===== src/rtl/ov7670_sccb_config_pkg.sv =====
// Shared constants, state encodings and helpers for the OV7670 SCCB register loader.
package ov7670_cfg_pkg;

   localparam logic [15:0] ROM_END   = 16'hFFFF;
   localparam logic [15:0] ROM_DELAY = 16'hFFF0;

   // Three 9-bit phases per write frame: ID byte, register address, register data.
   localparam int FRAME_BITS = 27;

   typedef enum logic [2:0] {
      CFG_IDLE,
      CFG_FETCH,
      CFG_DECODE,
      CFG_SEND,
      CFG_DELAY,
      CFG_DONE
   } cfg_state_t;

   typedef enum logic [1:0] {
      WM_IDLE,
      WM_START,
      WM_BIT,
      WM_STOP
   } wm_state_t;

   // The ninth bit of every phase is the slave's don't-care/ACK slot where SIOD is released.
   function automatic logic isAckBit(input logic [4:0] bitIdx);
      return (bitIdx == 5'd8) || (bitIdx == 5'd17) || (bitIdx == 5'd26);
   endfunction

endpackage


===== src/rtl/ov7670_sccb_config_if.sv =====
// Control, ROM and SCCB pin bundle of the OV7670 configuration block.
interface ov7670_sccb_config_if;

   logic        start;
   logic [4:0]  rom_addr;
   logic [15:0] rom_dout;
   logic        sioc;
   logic        siod_o;
   logic        siod_oe;
   logic        busy;
   logic        done;

   modport master (
      input  start, rom_dout,
      output rom_addr, sioc, siod_o, siod_oe, busy, done
   );

   modport slave (
      output start, rom_dout,
      input  rom_addr, sioc, siod_o, siod_oe, busy, done
   );

endinterface


===== src/rtl/ov7670_sccb_config_write_master.sv =====
// SCCB 3-phase write engine: START, ID/reg/data phases of 9 bits each, STOP.
// Every bus event happens on a quarter-bit tick; all pin levels come straight from flops.
module sccb_write_master
   import ov7670_cfg_pkg::*;
#(
   parameter int          CLK_FREQ_HZ  = 100_000_000,
   parameter int          SCCB_FREQ_HZ = 100_000,
   parameter logic [7:0]  DEV_ADDR     = 8'h42
) (
   input  logic       clk,
   input  logic       reset_n,
   input  logic       req,
   input  logic [7:0] reg_addr,
   input  logic [7:0] reg_data,
   output logic       busy,
   output logic       done,
   output logic       sioc,
   output logic       siod_o,
   output logic       siod_oe
);

   localparam int             Q      = CLK_FREQ_HZ / (4 * SCCB_FREQ_HZ);
   localparam int             QW     = (Q > 1) ? $clog2(Q) : 1;
   localparam logic [QW-1:0]  Q_LAST = QW'(Q - 1);

   wm_state_t                 r_state;
   logic [QW-1:0]             r_qCnt;
   logic [1:0]                r_quarter;
   logic [4:0]                r_bitIdx;
   logic [FRAME_BITS-1:0]     r_frame;
   logic                      r_sioc;
   logic                      r_siod;
   logic                      r_oe;
   logic                      r_done;

   wm_state_t                 w_state;
   logic [1:0]                w_quarter;
   logic [4:0]                w_bitIdx;
   logic                      w_sioc;
   logic                      w_siod;
   logic                      w_oe;
   logic                      w_done;
   logic                      w_load;
   logic                      w_tick;

   assign w_tick = (r_qCnt == Q_LAST);

   // Next state and the pin levels for the quarter being entered; within a bit the quarters are
   // SIOC low / data settle / SIOC high / SIOC high, so data only ever moves while SIOC is low.
   always_comb begin
      w_state   = r_state;
      w_quarter = r_quarter;
      w_bitIdx  = r_bitIdx;
      w_sioc    = r_sioc;
      w_siod    = r_siod;
      w_oe      = r_oe;
      w_done    = 1'b0;
      w_load    = 1'b0;
      case (r_state)
         WM_IDLE: begin
            w_sioc = 1'b1;
            w_siod = 1'b1;
            w_oe   = 1'b1;
            if (req) begin
               w_load    = 1'b1;
               w_state   = WM_START;
               w_quarter = 2'd0;
               w_bitIdx  = 5'd0;
               w_siod    = 1'b0;
            end
         end
         WM_START: begin
            if (w_tick) begin
               w_sioc = 1'b0;
               if (r_quarter == 2'd3) begin
                  w_state   = WM_BIT;
                  w_quarter = 2'd0;
                  w_bitIdx  = 5'd0;
                  w_oe      = 1'b1;
               end else begin
                  w_quarter = r_quarter + 2'd1;
               end
            end
         end
         WM_BIT: begin
            if (w_tick) begin
               if (r_quarter == 2'd3) begin
                  w_quarter = 2'd0;
                  w_sioc    = 1'b0;
                  if (r_bitIdx == 5'(FRAME_BITS - 1)) begin
                     w_state = WM_STOP;
                     w_oe    = 1'b1;
                  end else begin
                     w_bitIdx = r_bitIdx + 5'd1;
                     w_oe     = !isAckBit(r_bitIdx + 5'd1);
                  end
               end else begin
                  w_quarter = r_quarter + 2'd1;
                  case (r_quarter)
                     2'd0:    w_siod = isAckBit(r_bitIdx) ? 1'b1 : r_frame[5'd26 - r_bitIdx];
                     2'd1:    w_sioc = 1'b1;
                     default: ;
                  endcase
               end
            end
         end
         WM_STOP: begin
            if (w_tick) begin
               if (r_quarter == 2'd3) begin
                  w_state   = WM_IDLE;
                  w_quarter = 2'd0;
                  w_bitIdx  = 5'd0;
                  w_done    = 1'b1;
               end else begin
                  w_quarter = r_quarter + 2'd1;
                  case (r_quarter)
                     2'd0:    w_siod = 1'b0;
                     2'd1:    w_sioc = 1'b1;
                     default: w_siod = 1'b1;
                  endcase
               end
            end
         end
         default: w_state = WM_IDLE;
      endcase
   end

   // State, quarter-tick prescaler, frame shadow and registered pin levels.
   always_ff @(posedge clk or negedge reset_n) begin
      if (!reset_n) begin
         r_state   <= WM_IDLE;
         r_qCnt    <= '0;
         r_quarter <= 2'd0;
         r_bitIdx  <= 5'd0;
         r_frame   <= '0;
         r_sioc    <= 1'b1;
         r_siod    <= 1'b1;
         r_oe      <= 1'b1;
         r_done    <= 1'b0;
      end else begin
         r_state   <= w_state;
         r_quarter <= w_quarter;
         r_bitIdx  <= w_bitIdx;
         r_sioc    <= w_sioc;
         r_siod    <= w_siod;
         r_oe      <= w_oe;
         r_done    <= w_done;
         if ((r_state == WM_IDLE) || w_tick) begin
            r_qCnt <= '0;
         end else begin
            r_qCnt <= r_qCnt + 1'b1;
         end
         if (w_load) begin
            r_frame <= {DEV_ADDR, 1'b1, reg_addr, 1'b1, reg_data, 1'b1};
         end
      end
   end

   assign busy    = (r_state != WM_IDLE);
   assign done    = r_done;
   assign sioc    = r_sioc;
   assign siod_o  = r_siod;
   assign siod_oe = r_oe;

endmodule


===== src/rtl/ov7670_sccb_config.sv =====
// Walks a 32-entry register ROM and writes each {reg, data} word to the camera over SCCB.
// 16'hFFF0 inserts a millisecond pause, 16'hFFFF ends the list; the last address also ends it.
module ov7670_sccb_config
   import ov7670_cfg_pkg::*;
#(
   parameter int         CLK_FREQ_HZ  = 100_000_000,
   parameter int         SCCB_FREQ_HZ = 100_000,
   parameter int         DELAY_MS     = 10,
   parameter logic [7:0] DEV_ADDR     = 8'h42
) (
   input  logic                  clk,
   input  logic                  reset_n,
   ov7670_sccb_config_if.master  bus
);

   localparam int             DELAY_CYCLES = CLK_FREQ_HZ / 1000 * DELAY_MS;
   localparam int             DW           = $clog2(DELAY_CYCLES + 1);
   localparam logic [DW-1:0]  DELAY_LAST   = DW'(DELAY_CYCLES - 1);

   cfg_state_t        r_state;
   logic [4:0]        r_romAddr;
   logic              r_fetchCnt;
   logic [DW-1:0]     r_delayCnt;
   logic              r_wmReq;
   logic [7:0]        r_regAddr;
   logic [7:0]        r_regData;

   cfg_state_t        w_state;
   logic [4:0]        w_romAddr;
   logic              w_fetchCnt;
   logic [DW-1:0]     w_delayCnt;
   logic              w_wmReq;
   logic              w_latch;
   logic              w_wmBusy;
   logic              w_wmDone;

   // Sequencer: fetch (address register + ROM latency), decode, then either write, pause or stop.
   // Moving past address 31 finishes the list rather than wrapping back to 0.
   always_comb begin
      w_state    = r_state;
      w_romAddr  = r_romAddr;
      w_fetchCnt = 1'b0;
      w_delayCnt = '0;
      w_wmReq    = 1'b0;
      w_latch    = 1'b0;
      case (r_state)
         CFG_IDLE: begin
            w_romAddr = 5'd0;
            if (bus.start) begin
               w_state = CFG_FETCH;
            end
         end
         CFG_FETCH: begin
            if (r_fetchCnt) begin
               w_state = CFG_DECODE;
            end else begin
               w_fetchCnt = 1'b1;
            end
         end
         CFG_DECODE: begin
            if (bus.rom_dout == ROM_END) begin
               w_state = CFG_DONE;
            end else if (bus.rom_dout == ROM_DELAY) begin
               w_state = CFG_DELAY;
            end else if (!w_wmBusy) begin
               w_latch = 1'b1;
               w_wmReq = 1'b1;
               w_state = CFG_SEND;
            end
         end
         CFG_SEND: begin
            if (w_wmDone) begin
               if (r_romAddr == 5'd31) begin
                  w_state = CFG_DONE;
               end else begin
                  w_romAddr = r_romAddr + 5'd1;
                  w_state   = CFG_FETCH;
               end
            end
         end
         CFG_DELAY: begin
            if (r_delayCnt == DELAY_LAST) begin
               if (r_romAddr == 5'd31) begin
                  w_state = CFG_DONE;
               end else begin
                  w_romAddr = r_romAddr + 5'd1;
                  w_state   = CFG_FETCH;
               end
            end else begin
               w_delayCnt = r_delayCnt + 1'b1;
            end
         end
         CFG_DONE: begin
            if (bus.start) begin
               w_romAddr = 5'd0;
               w_state   = CFG_FETCH;
            end
         end
         default: w_state = CFG_IDLE;
      endcase
   end

   // Sequencer registers, including the one-cycle write request and its latched operands.
   always_ff @(posedge clk or negedge reset_n) begin
      if (!reset_n) begin
         r_state    <= CFG_IDLE;
         r_romAddr  <= 5'd0;
         r_fetchCnt <= 1'b0;
         r_delayCnt <= '0;
         r_wmReq    <= 1'b0;
         r_regAddr  <= 8'h00;
         r_regData  <= 8'h00;
      end else begin
         r_state    <= w_state;
         r_romAddr  <= w_romAddr;
         r_fetchCnt <= w_fetchCnt;
         r_delayCnt <= w_delayCnt;
         r_wmReq    <= w_wmReq;
         if (w_latch) begin
            r_regAddr <= bus.rom_dout[15:8];
            r_regData <= bus.rom_dout[7:0];
         end
      end
   end

   sccb_write_master #(
      .CLK_FREQ_HZ  (CLK_FREQ_HZ),
      .SCCB_FREQ_HZ (SCCB_FREQ_HZ),
      .DEV_ADDR     (DEV_ADDR)
   ) u_writeMaster (
      .clk      (clk),
      .reset_n  (reset_n),
      .req      (r_wmReq),
      .reg_addr (r_regAddr),
      .reg_data (r_regData),
      .busy     (w_wmBusy),
      .done     (w_wmDone),
      .sioc     (bus.sioc),
      .siod_o   (bus.siod_o),
      .siod_oe  (bus.siod_oe)
   );

   assign bus.rom_addr = r_romAddr;
   assign bus.busy     = (r_state == CFG_FETCH) || (r_state == CFG_DECODE) ||
                         (r_state == CFG_SEND)  || (r_state == CFG_DELAY);
   assign bus.done     = (r_state == CFG_DONE);

endmodule


===== src/flat_wrapper.sv =====
// flat-port wrapper written by rule: the top's interface ports become plain ports
module ov7670_sccb_config_flat import ov7670_cfg_pkg::*;
#(
   parameter int         CLK_FREQ_HZ  = 100_000_000,
   parameter int         SCCB_FREQ_HZ = 100_000,
   parameter int         DELAY_MS     = 10,
   parameter logic [7:0] DEV_ADDR     = 8'h42
)
  (clk, reset_n, bus_start, bus_rom_dout, bus_rom_addr, bus_sioc, bus_siod_o, bus_siod_oe, bus_busy, bus_done);
  ov7670_sccb_config_if bus_i ();
  input  logic clk;
  input  logic reset_n;
  input wire logic [$bits(bus_i.start)-1:0] bus_start;
  input wire logic [$bits(bus_i.rom_dout)-1:0] bus_rom_dout;
  output wire logic [$bits(bus_i.rom_addr)-1:0] bus_rom_addr;
  output wire logic [$bits(bus_i.sioc)-1:0] bus_sioc;
  output wire logic [$bits(bus_i.siod_o)-1:0] bus_siod_o;
  output wire logic [$bits(bus_i.siod_oe)-1:0] bus_siod_oe;
  output wire logic [$bits(bus_i.busy)-1:0] bus_busy;
  output wire logic [$bits(bus_i.done)-1:0] bus_done;
  assign bus_i.start = bus_start;
  assign bus_i.rom_dout = bus_rom_dout;
  assign bus_rom_addr = bus_i.rom_addr;
  assign bus_sioc = bus_i.sioc;
  assign bus_siod_o = bus_i.siod_o;
  assign bus_siod_oe = bus_i.siod_oe;
  assign bus_busy = bus_i.busy;
  assign bus_done = bus_i.done;
  ov7670_sccb_config #(.CLK_FREQ_HZ(CLK_FREQ_HZ), .SCCB_FREQ_HZ(SCCB_FREQ_HZ), .DELAY_MS(DELAY_MS), .DEV_ADDR(DEV_ADDR)) u_core (.clk(clk), .reset_n(reset_n), .bus(bus_i));
endmodule

===== config.mk =====
export PLATFORM = sky130hd
export DESIGN_NAME = ov7670_sccb_config_flat
export DESIGN_NICKNAME = d
export VERILOG_FILES = /design/src/rtl/ov7670_sccb_config_pkg.sv /design/src/rtl/ov7670_sccb_config_if.sv /design/src/rtl/ov7670_sccb_config_write_master.sv /design/src/rtl/ov7670_sccb_config.sv /design/src/flat_wrapper.sv
export SDC_FILE = /design/constraint.sdc
export NUM_CORES = 1
export LEC_CHECK = 0
export BUFFER_PORTS_ARGS = -buffer_cell sky130_fd_sc_hd__buf_2
export CAP_MARGIN = 20
export CORE_MARGIN = 8
export CORE_UTILIZATION = 40
export DETAILED_ROUTE_END_ITERATION = 12
export PLACE_DENSITY_LB_ADDON = 0.1
export SKIP_CTS_REPAIR_TIMING = 1
export SLEW_MARGIN = 30
export SYNTH_ARGS = -nofsm -noshare
export SYNTH_HDL_FRONTEND = slang
export SYNTH_SLANG_ARGS = --single-unit

===== constraint.sdc =====
create_clock -name clk -period 2.6 [get_ports clk]
set_input_delay 0.26 -clock clk [delete_from_list [all_inputs] [get_ports clk]]
set_output_delay 0.26 -clock clk [all_outputs]
set_load 0.01 [all_outputs]

---- After elaboration in Yosys (flattened, before gate mapping) ----
Cells that the tools add are included.
storage, ports and cells
  flip-flop bits (word level) ............. 86
  bits of input ports ..................... 19
cells by class
  add/subtract/negate cells ............... 6
  magnitude comparators ................... 1
  equal/unequal tests ..................... 43
  mux-type cells .......................... 72
  reductions and logical operators ........ 27
operator list
  kind                                                                   count
  5-bit two-way mux                                                      10
  20-bit two-way mux                                                     2
  16-bit equality test, second input constant                            2
  1-bit two-way mux                                                      30
  2-bit != test, second input constant                                   14
  5-bit equality test, second input constant                             5
  3-bit two-way mux                                                      8
  2-bit two-way mux                                                      11
  20-bit by 1-bit adder with 20-bit output, second input constant        1
  20-bit equality test, second input constant                            1
  5-bit one-hot mux with 4 select lines                                  1
  3-bit one-hot mux with 5 select lines                                  1
  5-bit one-hot mux with 3 select lines                                  1
  2-bit by 1-bit != test with 1-bit output, second input constant        7
  5-bit by 1-bit adder with 5-bit output, second input constant          2
  5-bit by 4-bit equality test with 1-bit output, second input constant  2
  5-bit AND reduction                                                    2
  8-bit by 1-bit adder with 8-bit output, second input constant          1
  8-bit equality test, second input constant                             1
  1-bit logical OR                                                       8
  8-bit two-way mux                                                      1
  2-bit one-hot mux with 4 select lines                                  1
  4-bit AND reduction                                                    2
  8-bit AND reduction                                                    1
  other kinds (25)                                                       34

---- Longest topological paths before layout ----
  depth in word-level cells ............... 9
  depth in mapped cells ................... 9

---- Cells and area by module ----
From an unflattened synthesis, not the netlist that was laid out.
unflattened totals
  cells, all modules ...................... 422
  area, all modules ....................... 4529.3 um^2
by module, submodules not included
  module              instances  cells each  area each (um^2)
  sccb_write_master   1          217         2288.4
  ov7670_sccb_config  1          205         2240.9

---- Least setup slack after synthesis ----
No wires, ideal clock.
  path kind ............................... register to register
  start point ............................. reg u_core.u_writeMaster.r_bitIdx[0]
  end point ............................... reg u_core.u_writeMaster.r_siod, in the netlist u_core.u_writeMaster.siod_o
  arrival time ............................ 2079 ps
  setup slack ............................. 433 ps
  stages on the path, launching flop included .. 10
  clock period less this slack ............ 2167 ps
  path through ............................ dfrtp_1 > buf_2 > inv_1 > ha_1 > buf_1 > mux4_2 > mux2i_1 > nor3_1 > nor3_1 > a31oi_1
between the ends
  cells in the longest elaborated chain, start to end .. 8
  elaborated cells on any way between the ends .. 13
ends and longest elaborated chain
  element                                                                               line                                                                  source
  start: declaration                                                                    ov7670_sccb_config_write_master.sv:29                                 logic [4:0] r_bitIdx;
  start signal: assignment                                                              ov7670_sccb_config_write_master.sv:143                                r_bitIdx <= w_bitIdx;
  5-bit subtractor, or another cell as far along                                        ov7670_sccb_config_write_master.sv:100                                2'd0: w_siod = isAckBit(r_bitIdx) ? 1'b1 : r_frame[5'd26 - r_bitIdx];
  1-bit binary-select mux with 5-bit select / 1-bit logical OR (equally long branches)  ov7670_sccb_config_write_master.sv:100, ov7670_sccb_config_pkg.sv:28
  1-bit two-way mux (not written as such) / 1-bit logical OR (equally long branches)    ov7670_sccb_config_write_master.sv:100, ov7670_sccb_config_pkg.sv:28
  1-bit two-way mux (*)                                                                 ov7670_sccb_config_write_master.sv:100
  1-bit two-way mux (*)                                                                 ov7670_sccb_config_write_master.sv:99                                 case (r_quarter)
  1-bit two-way mux (*)                                                                 ov7670_sccb_config_write_master.sv:87                                 if (r_quarter == 2'd3) begin
  1-bit two-way mux (*)                                                                 ov7670_sccb_config_write_master.sv:86                                 if (w_tick) begin
  1-bit one-hot mux with 3 select lines (*)                                             ov7670_sccb_config_write_master.sv:59                                 case (r_state)
  end signal: assignment                                                                ov7670_sccb_config_write_master.sv:145                                r_siod <= w_siod;
  end: declaration                                                                      ov7670_sccb_config_write_master.sv:32                                 logic r_siod;
Mark *: on every way between the ends. The rest lies on a longest branch, timed or not. The select of a mux whose other input is x is not followed.
A chain may end at the register's enable or synchronous reset.

---- Final worst setup path ----
  start point ............................. reg u_core.r_romAddr[0], in the netlist u_core.bus.rom_addr[0]
  end point ............................... reg u_core.r_romAddr[0], in the netlist u_core.bus.rom_addr[0]
between the ends
  cells in the longest elaborated chain, start to end .. 4
  elaborated cells on any way between the ends .. 6
ends and longest elaborated chain
  element                                                                               line                                                source
  start: declaration                                                                    ov7670_sccb_config.sv:21                            logic [4:0] r_romAddr;
  start signal: assignment                                                              ov7670_sccb_config.sv:115                           r_romAddr <= w_romAddr;
  5-bit by 1-bit adder with 5-bit output / 5-bit equality test (equally long branches)  -
  5-bit two-way mux (*)                                                                 ov7670_sccb_config.sv:73, ov7670_sccb_config.sv:83
  5-bit two-way mux, on equally long branches                                           ov7670_sccb_config.sv:82, ov7670_sccb_config.sv:72
  5-bit one-hot mux with 4 select lines (*)                                             ov7670_sccb_config.sv:46                            case (r_state)
Marked as above.

==> out/metrics.csv <==
stage;metric;value;unit
floorplan;die_h;122.5;um
grt;grt_max_degree;44;
synth;synth.most_common_cell;dfrtp_1;
floorplan;io_pins;29;
timing;tightestPinTransition;0.6196;ns
synth;synth.top_cell.area_share;44.68;%
worst_setup_path;startpoint_type;flop;
worst_setup_path;worstPathCellList;ha_1, and3_1, ha_1, o21ai_0, and2_1, mux2_2;
route;viasPerCell;5.299;
timing;drv_slew;0;
pwr;powerDensity;513.9;mW/mm^2
synth;synth_top_cell_by_area;dfrtp_1;
clock_network;cts_tree;done;
floorplan;core_area;0.01122;mm^2
synth;syn_nets;474;
pwr;max-vdd-ir-drop;0.3213;mV
timing;finalClockSkew;0.004522;ns
timing;period_share;87.10;%
clock_network;htreeDepth;3;
worst_setup_path;slowest_stage;o21ai_0;
timing;min_period;2.265;ns
grt;grt_pass1_vias;3266;
final_layout;fillers;1068;
clock_network;numCtsBuffers;9;
synth;syn_inst;435;
clock_network;clk_pin_slew;0.06;ns
timing;setup_slack;0.3355;ns
floorplan;core.rowCount;39;
pwr;leakage;2.428;nW
synth;synth_ff_type;dfrtp_1;
synth;syn_area;0.004537;mm^2
synth;async_flop_share;100.0;%
clock_network;insertion_delay;0.34;ns
timing;setup_violations;0;
synth;synth_mux_area_share;11.58;%
synth;synth-compound-area-share;10.95;%
synth;ys_types;57;
outcome;status;finished clean;
final_layout;nets;503;
route;drtIter0Drc;165;
worst_setup_path;cp_max_fo;5;
worst_setup_path;r2r_cells;6;
route;vias;3243;
worst_setup_path;cpPeakStageDelay;0.47;ns
placed_design;dpl_worst_slack;0.3721;ns
synth;seq_area_frac_synth;46.41;%
grt;grt.total_usage;13.48;%
worst_setup_path;worstPathRequired;2.83;ns
floorplan;die_x;122.5;um
timing;max_freq;0.4416;GHz
synth;synth_edf_count;0;
synth;ys_ff_latch;84;
worst_setup_path;arrival;2.49;ns
synth;synthAdderAreaFrac;5.516;%
floorplan;die-area;0.01501;mm^2
floorplan;start_util;40.42;%
clock_network;cts_sinks;84;
timing;max_slew_margin;57.63;%
route;firstDrtPassIters;4;
clock_network;cts-root-buf;clkbuf_16;
timing;rsz0062_at_grt;false;
final_layout;synthToLayoutAreaGrowth;13.60;%
final_layout;insertedDiodeCount;0;
worst_hold_path;whs_path_depth;2;
grt;grt-ovfl-total;0;
flow_run;cap_violations;0;
route;drtAntennaViolNets;0;
synth;synth_top_family_by_area;simple AND/OR/NAND/NOR gates;
final_layout;post-route-util;45.92;%
route;wirelength;9402;um
worst_setup_path;cpMostUsedCell;ha_1;
grt;antenna_found_initial;0;
synth;synth_xor_area_share;5.598;%
worst_setup_path;end_kind;flop;
worst_setup_path;path_class;flop to flop;
worst_hold_path;worstHoldPathType;input pin to flop;
placed_design;portBuffers;28;
synth;synthSimpleGateAreaFrac;16.57;%
synth;synth_top_cells_by_count;81 x dfrtp_1, 45 x nor2_1, 36 x mux2_2, 27 x nand2_1;
route;wl_per_cell;15.36;um
timing;setup-tns-final;0;ns
synth;ys_warn_count;0;
placed_design;place_congestion;0.7630;
placed_design;dp_hpwl;6661;um
final_layout;layout-drive-gt1-share;22.17;%
route;drc;0;
timing;hold_viol;0;
synth;synth_area_leaders;dfrtp_1 45%, mux2_2 8.9%, ha_1 5.5%, nor2_1 3.7%, xor2_1 3.1%;
synth;avgSynthCellArea;10.43;um^2
clock_network;cts_buffer_depth;2;
timing;hold_ws;0.1670;ns
grt;grt_pass1_wl;16100;um
[report_power, final]
part | internal (mW) | switching (mW) | leakage [nW]
combinational | 0.0156 | 0.0392 | 1.14
sequential | 1.31 | 0 | 1.14
clock | 0.768 | 0.518 | 0.144
total | 2.09 | 0.558 | 2.43
[critical path: cells and delay by family, from the launching register on]
family | cells | cell delay, ns
compound gates | 1 | 0.47
fa+ha+maj | 2 | 0.46
simple gates | 2 | 0.46
mux | 1 | 0.34
flops | 1 | 0.41
[metal layers]
metal	up-vias	track usage [%]	routed length [um]	share of wire [%]
li1	1611	-	-	-
met1	1577	18.62	4905	52
met2	46	19.99	4072	43
met3	9	2.990	257	2.7
met4	0	5.712	167	1.8
met5	-	0	0	0
[flip-flops by register name, summed over array words and instances, names as in the netlist, 3 cells and up]
signal and cells:
u_core.r_delayCnt 20, u_core.u_writeMaster.r_frame 17, u_core.r_regAddr 8, u_core.r_regData 8, u_core.u_writeMaster.r_qCnt 8, u_core.bus.rom_addr 5
u_core.u_writeMaster.r_bitIdx 5, u_core.r_state 3
[kinds of logic (layout without fill, tap and decap cells)]
| group | count (synthesis) | after routing |
|---|---|---|
| and+or+nand+nor | 148 | 148 |
| DFF | 84 | 84 |
| buffers and inverters | 38 | 72 |
| xor gates and xnor gates | 29 | 29 |
| AOI/OAI and AO/OA | 73 | 73 |
| muxes | 43 | 43 |
| adders and majority gates | 20 | 20 |
[layout make-up]
type | count | area [um^2] | share of cell area [%]
clock buffers | 10 | 239.0 | 4.637
clock inverters | 6 | 63.81 | 1.238
inverters | 18 | 67.56 | 1.311
multi-input cells | 313 | 2278 | 44.21
flip-flops and latches | 84 | 2106 | 40.86
well taps | 143 | 178.9 | 3.472
repair buffers | 38 | 220.2 | 4.273
[through the flow]
| stage | power (mW) | cell area [um^2] | instances |
|---|---|---|---|
| CTS | 2.694 | 5144 | 611 |
| global route | 2.750 | 5154 | 612 |
| detailed placement | 1.388 | 4841 | 595 |
| global placement | 1.386 | 4841 | 595 |
| floorplan | 1.337 | 4537 | 435 |
| finish | 2.648 | 5154 | 612 |
[placed cells by master (no fill, tap or decap), drive strengths merged, types with 3 or more instances in the layout]
cell,count
dfrtp,81
nor2,45
buf,37
mux2,36
nand2,28
a21oi,20
ha,20
inv,18
nand3,17
xor2,16
o21ai,16
xnor2,13
nor3,11
and3,10
clkbuf,10
nand4,8
nor3b,4
or3,4
mux4,4
o211ai,3
and4,3
nor4,3
nand2b,3
and2,3
a221o,3
o31ai,3
a211o,3
o22ai,3
mux2i,3
dfstp,3
a2111oi,3
clkinv,3
[path summary, 6_finish.rpt]
check / from / endpoint / slack (ns)
setup / recovery: u_core.bus.rom_addr[0] / u_core.bus.rom_addr[0] / 0.34
hold / removal: bus_rom_dout[13] / u_core.r_regAddr[5] / 0.17
setup reg to reg: u_core.bus.rom_addr[0] / u_core.bus.rom_addr[0] / 0.34
hold reg to reg: u_core.r_fetchCnt / u_core.r_fetchCnt / 0.43
max in group asynchronous: reset_n / u_core.r_wmReq / 1.40
min in group asynchronous: reset_n / u_core.u_writeMaster.r_bitIdx[3] / 0.47
Note: power is estimated with default switching activity, not from simulation.
